===== src/rtl/register_bank_sb.sv =====
// register_bank_sb: register file with two registered read ports, one write
// port, per-register pending (scoreboard) bits that stall reads of registers
// awaiting a write, and N/Z/C flags captured from the most recent write.
module register_bank_sb #(
  parameter int WORD_LENGTH = 8,
  parameter int NUM_REGS    = 4,
  localparam int ADDR_W     = $clog2(NUM_REGS)
) (
  input  logic                   clk,
  input  logic                   rst,
  input  logic                   write_reg_en,
  input  logic [ADDR_W-1:0]      write_reg,
  input  logic [WORD_LENGTH-1:0] write_data,
  input  logic                   write_carry,
  input  logic                   read_en,
  input  logic [ADDR_W-1:0]      read_reg1,
  input  logic [ADDR_W-1:0]      read_reg2,
  output logic [WORD_LENGTH-1:0] read_data1,
  output logic [WORD_LENGTH-1:0] read_data2,
  output logic                   read_valid,
  input  logic                   reserve_en,
  input  logic [ADDR_W-1:0]      reserve_reg,
  output logic                   stall,
  output logic [2:0]             CZN_from_RF
);

  // Address decodes to a real register (NUM_REGS need not be a power of two).
  function automatic logic in_range(input logic [ADDR_W-1:0] addr);
    return (int'(addr) < NUM_REGS);
  endfunction

  logic [WORD_LENGTH-1:0] regs_r [NUM_REGS];
  logic [NUM_REGS-1:0]    pending_r;
  logic [WORD_LENGTH-1:0] rd1_r;
  logic [WORD_LENGTH-1:0] rd2_r;
  logic                   valid_r;
  logic [2:0]             czn_r;

  logic                   wr_ok_s;
  logic                   rsv_ok_s;
  logic [NUM_REGS-1:0]    pend_eff_s;
  logic [NUM_REGS-1:0]    pend_nxt_s;
  logic                   hit1_s;
  logic                   hit2_s;
  logic                   stall_s;
  logic                   read_acc_s;
  logic [WORD_LENGTH-1:0] rd1_nxt_s;
  logic [WORD_LENGTH-1:0] rd2_nxt_s;

  // Scoreboard: a same-cycle write releases its register unless it is re-reserved.
  always_comb begin
    wr_ok_s    = write_reg_en && in_range(write_reg);
    rsv_ok_s   = reserve_en && in_range(reserve_reg);
    pend_eff_s = pending_r;
    if (wr_ok_s && !(rsv_ok_s && (reserve_reg == write_reg))) begin
      pend_eff_s[write_reg] = 1'b0;
    end else begin
      pend_eff_s = pending_r;
    end
    pend_nxt_s = pend_eff_s;
    if (rsv_ok_s) begin
      pend_nxt_s[reserve_reg] = 1'b1;
    end else begin
      pend_nxt_s = pend_eff_s;
    end
  end

  // Refuse a read while either source still waits on an outstanding write.
  always_comb begin
    hit1_s = 1'b0;
    hit2_s = 1'b0;
    if (in_range(read_reg1)) begin
      hit1_s = pend_eff_s[read_reg1];
    end else begin
      hit1_s = 1'b0;
    end
    if (in_range(read_reg2)) begin
      hit2_s = pend_eff_s[read_reg2];
    end else begin
      hit2_s = 1'b0;
    end
    stall_s    = read_en && (hit1_s || hit2_s);
    read_acc_s = read_en && !stall_s;
  end

  // Read data selection with write-first bypass; unmapped addresses read zero.
  always_comb begin
    rd1_nxt_s = {WORD_LENGTH{1'b0}};
    rd2_nxt_s = {WORD_LENGTH{1'b0}};
    if (wr_ok_s && (write_reg == read_reg1)) begin
      rd1_nxt_s = write_data;
    end else if (in_range(read_reg1)) begin
      rd1_nxt_s = regs_r[read_reg1];
    end else begin
      rd1_nxt_s = {WORD_LENGTH{1'b0}};
    end
    if (wr_ok_s && (write_reg == read_reg2)) begin
      rd2_nxt_s = write_data;
    end else if (in_range(read_reg2)) begin
      rd2_nxt_s = regs_r[read_reg2];
    end else begin
      rd2_nxt_s = {WORD_LENGTH{1'b0}};
    end
  end

  // Register storage and pending bits.
  always_ff @(posedge clk) begin
    if (rst) begin
      for (int i = 0; i < NUM_REGS; i++) begin
        regs_r[i] <= {WORD_LENGTH{1'b0}};
      end
      pending_r <= {NUM_REGS{1'b0}};
    end else begin
      if (wr_ok_s) begin
        regs_r[write_reg] <= write_data;
      end
      pending_r <= pend_nxt_s;
    end
  end

  // Registered read port: data holds when no read is accepted.
  always_ff @(posedge clk) begin
    if (rst) begin
      rd1_r   <= {WORD_LENGTH{1'b0}};
      rd2_r   <= {WORD_LENGTH{1'b0}};
      valid_r <= 1'b0;
    end else if (read_acc_s) begin
      rd1_r   <= rd1_nxt_s;
      rd2_r   <= rd2_nxt_s;
      valid_r <= 1'b1;
    end else begin
      valid_r <= 1'b0;
    end
  end

  // Flags {N,Z,C} follow the last accepted write.
  always_ff @(posedge clk) begin
    if (rst) begin
      czn_r <= 3'b000;
    end else if (wr_ok_s) begin
      czn_r <= {write_data[WORD_LENGTH-1], (write_data == {WORD_LENGTH{1'b0}}), write_carry};
    end else begin
      czn_r <= czn_r;
    end
  end

  assign read_data1  = rd1_r;
  assign read_data2  = rd2_r;
  assign read_valid  = valid_r;
  assign stall       = stall_s;
  assign CZN_from_RF = czn_r;

endmodule

===== config.mk =====
export PLATFORM = sky130hd
export DESIGN_NAME = register_bank_sb
export DESIGN_NICKNAME = d
export VERILOG_FILES = /design/src/rtl/register_bank_sb.sv
export SDC_FILE = /design/constraint.sdc
export NUM_CORES = 1
export LEC_CHECK = 0
export ABC_AREA = 1
export BUFFER_PORTS_ARGS = -buffer_cell sky130_fd_sc_hd__buf_2
export CORE_AREA = 5 5 77 79
export DETAILED_ROUTE_END_ITERATION = 6
export DIE_AREA = 0 0 82 84
export PLACE_DENSITY_LB_ADDON = 0.15
export RECOVER_POWER = 100
export SYNTH_ARGS = -nofsm -noshare
export SYNTH_HDL_FRONTEND = slang
export SYNTH_SLANG_ARGS = --single-unit
export TNS_END_PERCENT = 1

===== constraint.sdc =====
create_clock -name clk -period 3.2 [get_ports clk]
set_input_delay 0.32 -clock clk [delete_from_list [all_inputs] [get_ports clk]]
set_output_delay 0.32 -clock clk [all_outputs]
set_load 0.05 [all_outputs]

==> results.sh <==
export IMPL_drtIter0Drc=241
export IMPL_design_area_mm2=0.00325
export IMPL_cts_root_buf="clkbuf_8"
export IMPL_synth_seq_area_share_pct=47.3
export IMPL_synth_seq_cells=56
export IMPL_clock_skew_ns=0.0153
export IMPL_power_density_mw_per_mm2=479
export IMPL_antenna_found_initial=0
export IMPL_grt_ovfl_total=0
export IMPL_vias=2711
export IMPL_yosys_area_share_simple_pct=26.7
export IMPL_hold_path_depth=2
export IMPL_yosysUniqueCellTypes=32
export IMPL_layout_commonest_cell="nor2_1"
export IMPL_ctsHtreeMaxLevel=2
export IMPL_die_h_um=84
export IMPL_synth_warnings=0
export IMPL_grt_first_pass_wirelength_mm=11.8
export IMPL_endpoint_kind="flop"
export IMPL_fin_nets=454
export IMPL_layout_common_cells="nor2_1, nand2_1, inv_1, o21ai_0, edfxtp_1"
export IMPL_drt_first_pass_iters=4
export IMPL_relSlewSlack_pct=21.2
export IMPL_netlist_area_leader_share_pct=31.6
export IMPL_cts_hold_buffers=0
export IMPL_numPortBuffers=42
export IMPL_r2r_cells=6
export IMPL_path_max_fanout=16
export IMPL_crit_path_start_kind="input pin"
export IMPL_hp_class="input pin to flop"
export IMPL_synthToLayoutAreaGrowth_pct=6.86
export IMPL_insertion_delay_ns=0.31
export IMPL_clk_pin_slew_ns=0.11
export IMPL_grt_max_degree=33
export IMPL_fin_crit_sh_pct=74.9
export IMPL_synth_top_family_by_area="simple AND/OR/NAND/NOR gates"
export IMPL_criticalPathCategory="input pin to flop"
export IMPL_num_rows=27
export IMPL_synthXorXnorAreaFrac_pct=0.288
export IMPL_status="finished, final reports clean"
export IMPL_detail_route_antenna_nets=0
export IMPL_cts_buffers=5
export IMPL_drive_gt1_share_pct=7.85
export IMPL_netlist_area_mm2=0.00305
export IMPL_max_cap_viol_count=0
export IMPL_clock_sinks=56
export IMPL_dieWidth_um=82
export IMPL_synth_adder_area_share_pct=0
export IMPL_synth_compound_area_share_pct=15.2
export IMPL_ios=43
export IMPL_arrival_ns=2.60
export IMPL_gp_congestion=0.882
export IMPL_start_util_pct=57.8
export IMPL_synth_top_area_cell="edfxtp_1"
export IMPL_netlist_instances=397
export IMPL_synth_area_top_cells="edfxtp_1, dfxtp_1, nor2_1"
export IMPL_vias_per_cell=5.37
export IMPL_finalHoldViolations=0
export IMPL_grt_pass1_vias=2512
export IMPL_rsz0062_at_grt="false"
export IMPL_synthArstFlopShare_pct=0
export IMPL_timing_fmax_mhz=417
export IMPL_synth_flop_cell="edfxtp_1"
export IMPL_crit_required_ns=3.40
export IMPL_num_antenna_cells=0
export IMPL_dpl_cell_area_mm2=0.00324
export IMPL_drv_slew=0
export IMPL_syn_area_per_cell_um2=7.67
export IMPL_cts_tree="done"
export IMPL_coreArea_mm2=0.00527
export IMPL_wire_per_inst_um=14.3
export IMPL_period_needed_ns=2.40
export IMPL_postCtsSetupBuffers=0
export IMPL_fin_tns_setup_ns=0
export IMPL_power_leakage_nw=1.37
export IMPL_synth_edf_count=32
export IMPL_ir_worst_vdd_v=0.000270
export IMPL_clk_path_buf_depth=2
export IMPL_die_area_mm2=0.00689
export IMPL_drcViolationCount=0
export IMPL_post_route_util_pct=61.8
export IMPL_finalSetupViolCount=0
export IMPL_drt_wl_total_mm=7.23
export IMPL_worst_slew_pin_slew_ns=1.18
export IMPL_dp_hpwl_mm=5.31
export IMPL_synth_fp_nets=419
export IMPL_grtUsageTotal_pct=22.1
export IMPL_muxShareOfSynthArea_pct=0
export IMPL_ctsResizeCount=0
path summary, 6_finish.rpt:
kind                                     start             end  slack (ns)
worst max-delay path                       rst   read_data1[1]        0.80
worst min-delay path               write_carry  CZN_from_RF[0]        0.22
worst max register to register    pending_r[2]   read_data1[5]        1.85
worst min register to register  CZN_from_RF[2]  CZN_from_RF[2]        0.46
routing by layer:
metal | vias to the layer above | wire (µm) | GRT usage [%]
li1 | 1360 | - | -
met1 | 1256 | 3100 | 28.3
met2 | 74 | 3650 | 37.4
met3 | 21 | 302 | 3.46
met4 | 0 | 178 | 7.40
met5 | - | 0 | 0
cells in the mapped netlist (5+ instances only):
cell type and number:
edfxtp_1 32, dfxtp_1 24, o22ai_1 15, a21oi_1 6, o21ai_1 14, nand3_1 21
nor2_1 100, o21ai_0 35, clkbuf_1 5, inv_1 41, nand2_1 64, buf_2 6
area by class of cell:
type,count,area (µm²)
Clock buffer,7,76.3
Clock inverter,1,5.00
Fill cell,526,2020
Inverter,49,184
Multi-Input combinational cell,274,1260
Sequential cell,56,1440
Tap cell,72,90.1
Timing Repair Buffer,46,199
power breakdown:
part           total (mW)  switching (mW)  internal [mW]  leakage, nW
clock network       0.370           0.216          0.154       0.0422
registers           0.848          0.0303          0.818        0.513
logic               0.339           0.250         0.0890        0.817
total                1.56           0.496           1.06         1.37
registers in the layout (all words and copies together), names as in the netlist:
register / count
read_valid: 1
read_data2: 8
read_data1: 8
pending_r: 4
CZN_from_RF: 3
regs_r: 32
per-stage QoR:
step,setup slack (ns),cells,total power [mW],hold WS [ns]
floorplan,0.768,397,1.13,0.451
global placement,1.08,497,1.21,0.434
detailed placement,0.996,497,1.22,0.442
CTS,1.08,505,1.58,0.220
global route,0.665,505,1.64,0.219
finish,0.803,505,1.56,0.218
logic make-up (layout without fill, tap and decap cells):
group                  after synthesis  in the layout
AND/OR/NAND/NOR                    195            195
AO/OA/AOI/OAI                       78             78
buffers and inverters               67            103
flip-flops                          56             56
XOR/XNOR                             1              1
worst max-delay path, cell delays in order:
cell	delay, ns
clkbuf_1	0.19
nor2_1	0.52
nand2_2	0.13
o211ai_1	0.95
o21ai_0	0.26
nor2_1	0.16
nor2_1	0.06
(Power assumes the default switching activity.)
